File: config.mk
export PLATFORM = sky130hd
export DESIGN_NAME = imm_encode
export DESIGN_NICKNAME = d
export VERILOG_FILES = /design/src/rtl/imm_pkg.sv /design/src/rtl/imm_encode_rot_check.sv /design/src/rtl/imm_encode.sv
export SDC_FILE = /design/constraint.sdc
export NUM_CORES = 1
export LEC_CHECK = 0
export ABC_AREA = 1
export CELL_PAD_IN_SITES_DETAIL_PLACEMENT = 1
export CELL_PAD_IN_SITES_GLOBAL_PLACEMENT = 1
export CORE_MARGIN = 3
export CORE_UTILIZATION = 31
export DETAILED_ROUTE_END_ITERATION = 6
export PLACE_DENSITY_LB_ADDON = 0.1
export SKIP_CTS_REPAIR_TIMING = 1
export SYNTH_ARGS = -nofsm -noshare
export SYNTH_HDL_FRONTEND = slang
export SYNTH_SLANG_ARGS = --single-unit
File: constraint.sdc
create_clock -name clk -period 3.6 [get_ports clk]
set_input_delay 0.72 -clock clk [delete_from_list [all_inputs] [get_ports clk]]
set_output_delay 0.72 -clock clk [all_outputs]
set_load 0.01 [all_outputs]
File: src/rtl/imm_pkg.sv
// -----------------------------------------------------------------------------
// imm_pkg
// Shared definitions for the immediate extender and its inverse, imm_encode.
//   imm_src_t      : ImmSrc encoding, common to extender and encoder.
//   enc_state_t    : state encoding of the encoder's control FSM.
//   ROT_CANDIDATES : number of rotation amounts in the rotated-imm8 form.
// -----------------------------------------------------------------------------
package imm_pkg;

    typedef enum logic [1:0] {
        IMM8   = 2'b00,   // imm8 zero-extended
        IMM12  = 2'b01,   // imm12 zero-extended
        BRANCH = 2'b10,   // signed word offset, 24-bit field
        ROT8   = 2'b11    // imm8 rotated right by 2*rot
    } imm_src_t;

    typedef enum logic [1:0] {
        IDLE   = 2'b00,
        SEARCH = 2'b01,
        DONE   = 2'b10
    } enc_state_t;

    localparam int ROT_CANDIDATES = 16;

endpackage

File: src/rtl/imm_encode_rot_check.sv
// -----------------------------------------------------------------------------
// rot_check
// Combinational test of one rotation candidate for the rotated-imm8 form.
// Rotates value left by 2*rot; the candidate hits when the result fits in
// the low 8 bits, in which case ror(imm8, 2*rot) reproduces value.
//   value : constant being encoded
//   rot   : rotation field candidate (0..15)
//   hit   : candidate represents value
//   imm8  : low byte of the rotated value (the imm8 field on a hit)
// -----------------------------------------------------------------------------
module rot_check (
    input  logic [31:0] value,
    input  logic [3:0]  rot,
    output logic        hit,
    output logic [7:0]  imm8
);

    logic [5:0]  shamt;
    logic [31:0] rotated;

    always_comb begin
        shamt   = {1'b0, rot, 1'b0};
        // For shamt==0 the right shift is by 32 and contributes nothing.
        rotated = (value << shamt) | (value >> (6'd32 - shamt));
        hit     = (rotated[31:8] == 24'd0);
        imm8    = rotated[7:0];
    end

endmodule

File: src/rtl/imm_encode.sv
// -----------------------------------------------------------------------------
// imm_encode
// Inverse of the datapath immediate extender: turns a 32-bit constant and an
// ImmSrc code into the 24-bit instruction field that extends back to it.
// Modes 00/01/10 resolve in the accept cycle; mode 11 walks the 16 rotation
// amounts, ROTS_PER_CYCLE per cycle, and reports the smallest one that fits.
//   clk, reset          : clock, synchronous active-high reset
//   in_valid, in_ready  : request handshake (accepted only in IDLE)
//   ImmVal, ImmSrc      : constant and requested encoding
//   out_valid, out_ready: result handshake (result held until accepted)
//   InstrField, Fail    : encoded field (zero on Fail), not-representable flag
// -----------------------------------------------------------------------------
module imm_encode
    import imm_pkg::*;
#(
    parameter int ROTS_PER_CYCLE = 1   // 1, 2, 4, 8 or 16
) (
    input  logic        clk,
    input  logic        reset,
    input  logic        in_valid,
    output logic        in_ready,
    input  logic [31:0] ImmVal,
    input  logic [1:0]  ImmSrc,
    output logic        out_valid,
    input  logic        out_ready,
    output logic [23:0] InstrField,
    output logic        Fail
);

    enc_state_t  state_q, state_d;
    logic [31:0] val_q, val_d;
    logic [3:0]  rot_q, rot_d;
    logic [23:0] field_q, field_d;
    logic        fail_q, fail_d;

    // Direct encoding for the three non-iterative modes.
    logic        direct_fail;
    logic [23:0] direct_field;

    always_comb begin
        direct_fail  = 1'b1;
        direct_field = 24'd0;
        case (imm_src_t'(ImmSrc))
            IMM8: begin
                direct_fail  = (ImmVal[31:8] != 24'd0);
                direct_field = {16'd0, ImmVal[7:0]};
            end
            IMM12: begin
                direct_fail  = (ImmVal[31:12] != 20'd0);
                direct_field = {12'd0, ImmVal[11:0]};
            end
            BRANCH: begin
                // Word aligned, and bits 31:25 a pure sign extension of bit 25.
                direct_fail  = (ImmVal[1:0] != 2'b00) ||
                               !((ImmVal[31:25] == 7'h00) || (ImmVal[31:25] == 7'h7F));
                direct_field = ImmVal[25:2];
            end
            default: begin
                direct_fail  = 1'b1;
                direct_field = 24'd0;
            end
        endcase
    end

    // Rotation search datapath: candidates rot_q .. rot_q+ROTS_PER_CYCLE-1.
    logic [ROTS_PER_CYCLE-1:0] hit_vec;
    logic [7:0]                imm8_vec [ROTS_PER_CYCLE];
    logic [3:0]                cand_rot [ROTS_PER_CYCLE];

    for (genvar g = 0; g < ROTS_PER_CYCLE; g++) begin : g_rot
        assign cand_rot[g] = rot_q + 4'(g);
        rot_check u_rot_check (
            .value (val_q),
            .rot   (cand_rot[g]),
            .hit   (hit_vec[g]),
            .imm8  (imm8_vec[g])
        );
    end

    logic       hit_any;
    logic [3:0] hit_rot;
    logic [7:0] hit_imm8;
    logic       last_chunk;

    always_comb begin
        hit_any  = 1'b0;
        hit_rot  = 4'd0;
        hit_imm8 = 8'd0;
        // Scan downward so the lowest hitting candidate is the one kept.
        for (int i = ROTS_PER_CYCLE - 1; i >= 0; i--) begin
            if (hit_vec[i]) begin
                hit_any  = 1'b1;
                hit_rot  = cand_rot[i];
                hit_imm8 = imm8_vec[i];
            end
        end
        last_chunk = (({1'b0, rot_q} + 5'(ROTS_PER_CYCLE)) == 5'(ROT_CANDIDATES));
    end

    // Control FSM next state and result capture.
    always_comb begin
        state_d = state_q;
        val_d   = val_q;
        rot_d   = rot_q;
        field_d = field_q;
        fail_d  = fail_q;
        case (state_q)
            IDLE: begin
                if (in_valid) begin
                    val_d = ImmVal;
                    if (imm_src_t'(ImmSrc) == ROT8) begin
                        rot_d   = 4'd0;
                        state_d = SEARCH;
                    end else begin
                        field_d = direct_fail ? 24'd0 : direct_field;
                        fail_d  = direct_fail;
                        state_d = DONE;
                    end
                end
            end
            SEARCH: begin
                if (hit_any) begin
                    field_d = {12'd0, hit_rot, hit_imm8};
                    fail_d  = 1'b0;
                    state_d = DONE;
                end else if (last_chunk) begin
                    field_d = 24'd0;
                    fail_d  = 1'b1;
                    state_d = DONE;
                end else begin
                    rot_d = rot_q + 4'(ROTS_PER_CYCLE);
                end
            end
            DONE: begin
                if (out_ready) begin
                    state_d = IDLE;
                end
            end
            default: begin
                state_d = IDLE;
            end
        endcase
    end

    always_ff @(posedge clk) begin
        if (reset) begin
            state_q <= IDLE;
            field_q <= 24'd0;
            fail_q  <= 1'b0;
        end else begin
            state_q <= state_d;
            field_q <= field_d;
            fail_q  <= fail_d;
        end
    end

    // Search operands carry no meaning outside SEARCH and are loaded on entry.
    always_ff @(posedge clk) begin
        val_q <= val_d;
        rot_q <= rot_d;
    end

    assign in_ready   = (state_q == IDLE);
    assign out_valid  = (state_q == DONE);
    assign InstrField = field_q;
    assign Fail       = fail_q;

endmodule

==> summary.md <==
| Metric | Value |
|---|---|
| Synth Cell Area | `4969 sq um` |
| Post-synth EDFFs | `36` |
| GRT Total Usage | `0.2129` |
| Final Hold Vio Count | `0` |
| WL final | `18670 um` |
| Crit start category | `register` |
| Hold crit path type | `reg2reg` |
| Top cell by count, worst path | `a21oi_1` |
| Initial antenna violation count | `0` |
| RSZ-0062 raised after global routing | `no` |
| Die Span Y | `132.6 um` |
| # fillers | `2013` |
| Detailed Route Iter0 Violations | `448` |
| Placement Setup Slack | `0.1020 ns` |
| Ports | `65` |
| First-pass GRT wire length | `30280 um` |
| H-tree depth | `3` |
| CTS tree | `built` |
| Pin count of the biggest net entering global routing | `40` |
| Cell variety after synth | `43` |
| Placed Cells | `1041` |
| Power Dens Cells | `418.5 nW/um^2` |
| # DRC | `0` |
| CTS root buf | `clkbuf_16` |
| Crit-path cells | `buf_4 > nor2_4 > inv_1 > a21oi_1 > nor2_1 > nand2_1 > nor2_1 > nand2_1 > a21oi_1 > nand2_2 > nand3_4 > a21oi_1` |
| Drt first pass iters | `5` |
| Post-route setup slack | `0.3229 ns` |
| Max-slew violations | `0` |
| Total Die Area | `17580 sq um` |
| Max stage delay cell, worst path | `a21oi_1` |
| Antenna violation net count after detailed routing | `0` |
| Post-synth top area cell | `nand2_1` |
| Initial core utilization | `0.3221` |
| Sequential element share of the synthesized area | `0.3264` |
| Leakage | `2.648 nW` |
| Cell row count | `45` |
| Syn_nets | `834` |
| FF-to-FF End | `rot_q[0]` |
| CP endpoint | `rot_q[0]` |
| Final min period | `3.277 ns` |
| Largest cells by area after synthesis | `nand2_1 (23%), edfxtp_1 (22%), nand3_1 (11%)` |
| Synth Flop Type | `edfxtp_1` |
| Synth top area share | `0.2342` |
| Crit path kind | `reg2reg` |
| R2r worst-path depth | `12` |
| Async SR Flop Fraction | `0` |
| Worst setup startpoint | `rot_q[1]` |
| Clk_skew | `0.005186 ns` |
| Vias in the first global route | `5795` |
| Clock slew at reported path FFs | `0.06 ns` |
| CTS buffer count | `9` |
| Worst Path Arrival | `3.24 ns` |
| Area Overhead vs Synth | `22.09%` |
| Max-capacitance violation count | `0` |
| Outcome | `complete, no violations` |
| Hold Path Stages | `4` |
| Hold Worst Slack | `0.5168 ns` |
| Vias per Instance | `5.284` |
| Total global routing overflow | `0` |
| Clk buf depth | `2` |
| WL per Instance | `17.62 um` |
| Slew @ Worst Pin | `0.8220 ns` |
| Max rail drop VDD | `0.2058 mV` |
| Setup tns final | `0 ns` |
| Element type at the critical path end | `register` |
| Fin nets | `884` |
| Design Area, Final | `6066 sq um` |
| Worst path max stage delay | `0.53 ns` |
| Required time of the critical path | `3.57 ns` |
| Warnings from Yosys | `0` |
| Largest fanout on the critical path | `26` |
| DP Area | `5778 sq um` |
| Final core occ | `0.3932` |
| Yosys reg bits | `63` |
| FF-to-FF Start | `rot_q[1]` |
| Max_slew headroom | `0.4490` |
| Via count | `5601` |
| Tot Pwr | `2.538 mW` |
| FMAX | `305.1 MHz` |
| Post-DP HPWL | `14680 um` |
| Post-Synthesis Cells | `794` |
| Port Buf Inserts | `64` |
| Reg2Reg Setup Slack | `0.32 ns` |
| Layout cells sized above 1 | `0.06360` |
| Core area | `15430 sq um` |
| Gpl congestion | `0.8719` |
| Mapped Avg Cell Area | `6.258 sq um` |
| Clock sinks | `63` |
| Antenna cells | `0` |
| Worst skew pair latency | `0.33 ns` |
| Final period utilization | `0.9103` |
| Final std cells w/o fill | `1060` |
| Finish-stage setup viols | `0` |
| Die Wd | `132.6 um` |
[report_power, final]
part / internal (mW) / total (mW) / switching, mW
clock network: 0.458 / 0.788 / 0.330
registers: 0.844 / 0.892 / 0.0479
logic: 0.315 / 0.858 / 0.544
total: 1.62 / 2.54 / 0.922
[logic make-up after synthesis]
logic type,after synthesis,synth area share
adders and majority gates,2,0.005036
buffers and inverters,101,0.08763
DFF,63,0.3264
AOI/OAI and AO/OA,75,0.1012
xor gates and xnor gates,3,0.01058
and+or+nand+nor,550,0.4692
[worst min path at each step]
stage / start / endpoint
floorplan: InstrField[22] / InstrField[22]
global placement: InstrField[23] / InstrField[23]
detailed placement: InstrField[0] / InstrField[0]
CTS: InstrField[7] / InstrField[7]
global route: InstrField[19] / InstrField[19]
finish: InstrField[7] / InstrField[7]
[synthesized netlist by cell type (all sizes together), types with 2 or more instances]
cell and count:
o211ai 7, nor3 4, clkbuf 18, nand3 114
a21oi 9, o22ai 3, a32o 12, and2 4
o221ai 2, nor2 95, ha 2, nand4 18
a31oi 3, nor4 2, edfxtp 36, buf 23
clkinv 2, dfxtp 27, o2bb2ai 2, inv 58
o21ai 34, nand2 311, xnor2 2
[placed cells by master (no fill, tap or decap), types with 8 or more instances in the layout]
master and instances:
nand2_1 310, nand3_1 112, nor2_1 83, clkdlybuf4s50_1 64
inv_1 55, edfxtp_1 36, dfxtp_1 27, o21ai_0 27
nand4_1 18, buf_4 16, a32o_1 12, nor2_2 11
clkbuf_16 9, a21oi_1 8
[worst max-delay path, delay by kind of cell, from the launching register on]
| kind | cells | cell delay, ns |
|---|---|---|
| flops | 1 | 0.39 |
| buf+inv | 2 | 0.48 |
| compound gates | 3 | 0.93 |
| simple gates | 7 | 1.10 |
[layout make-up]
| type | count | area (sq um) | share of cell area |
|---|---|---|---|
| repair buffers | 80 | 760.7 | 0.1254 |
| flip-flops and latches | 63 | 1622 | 0.2673 |
| inverters | 60 | 230.2 | 0.03795 |
| clock inverters | 7 | 40.04 | 0.006601 |
| well taps | 211 | 264.0 | 0.04352 |
| clock buffers | 9 | 225.2 | 0.03713 |
| multi-input cells | 630 | 2924 | 0.4821 |
[metal layers]
metal  GRT usage  part of all wire
met5           0                 0
met4     0.07333             0.024
met3     0.02852             0.036
met2      0.3469              0.47
met1      0.2906              0.47
[state kept, by name, indices dropped and copies added (netlist names)]
name        count
InstrField     24
state_q         2
Fail            1
val_q          32
rot_q           4
No activity file was read; power rests on OpenSTA's default activity.
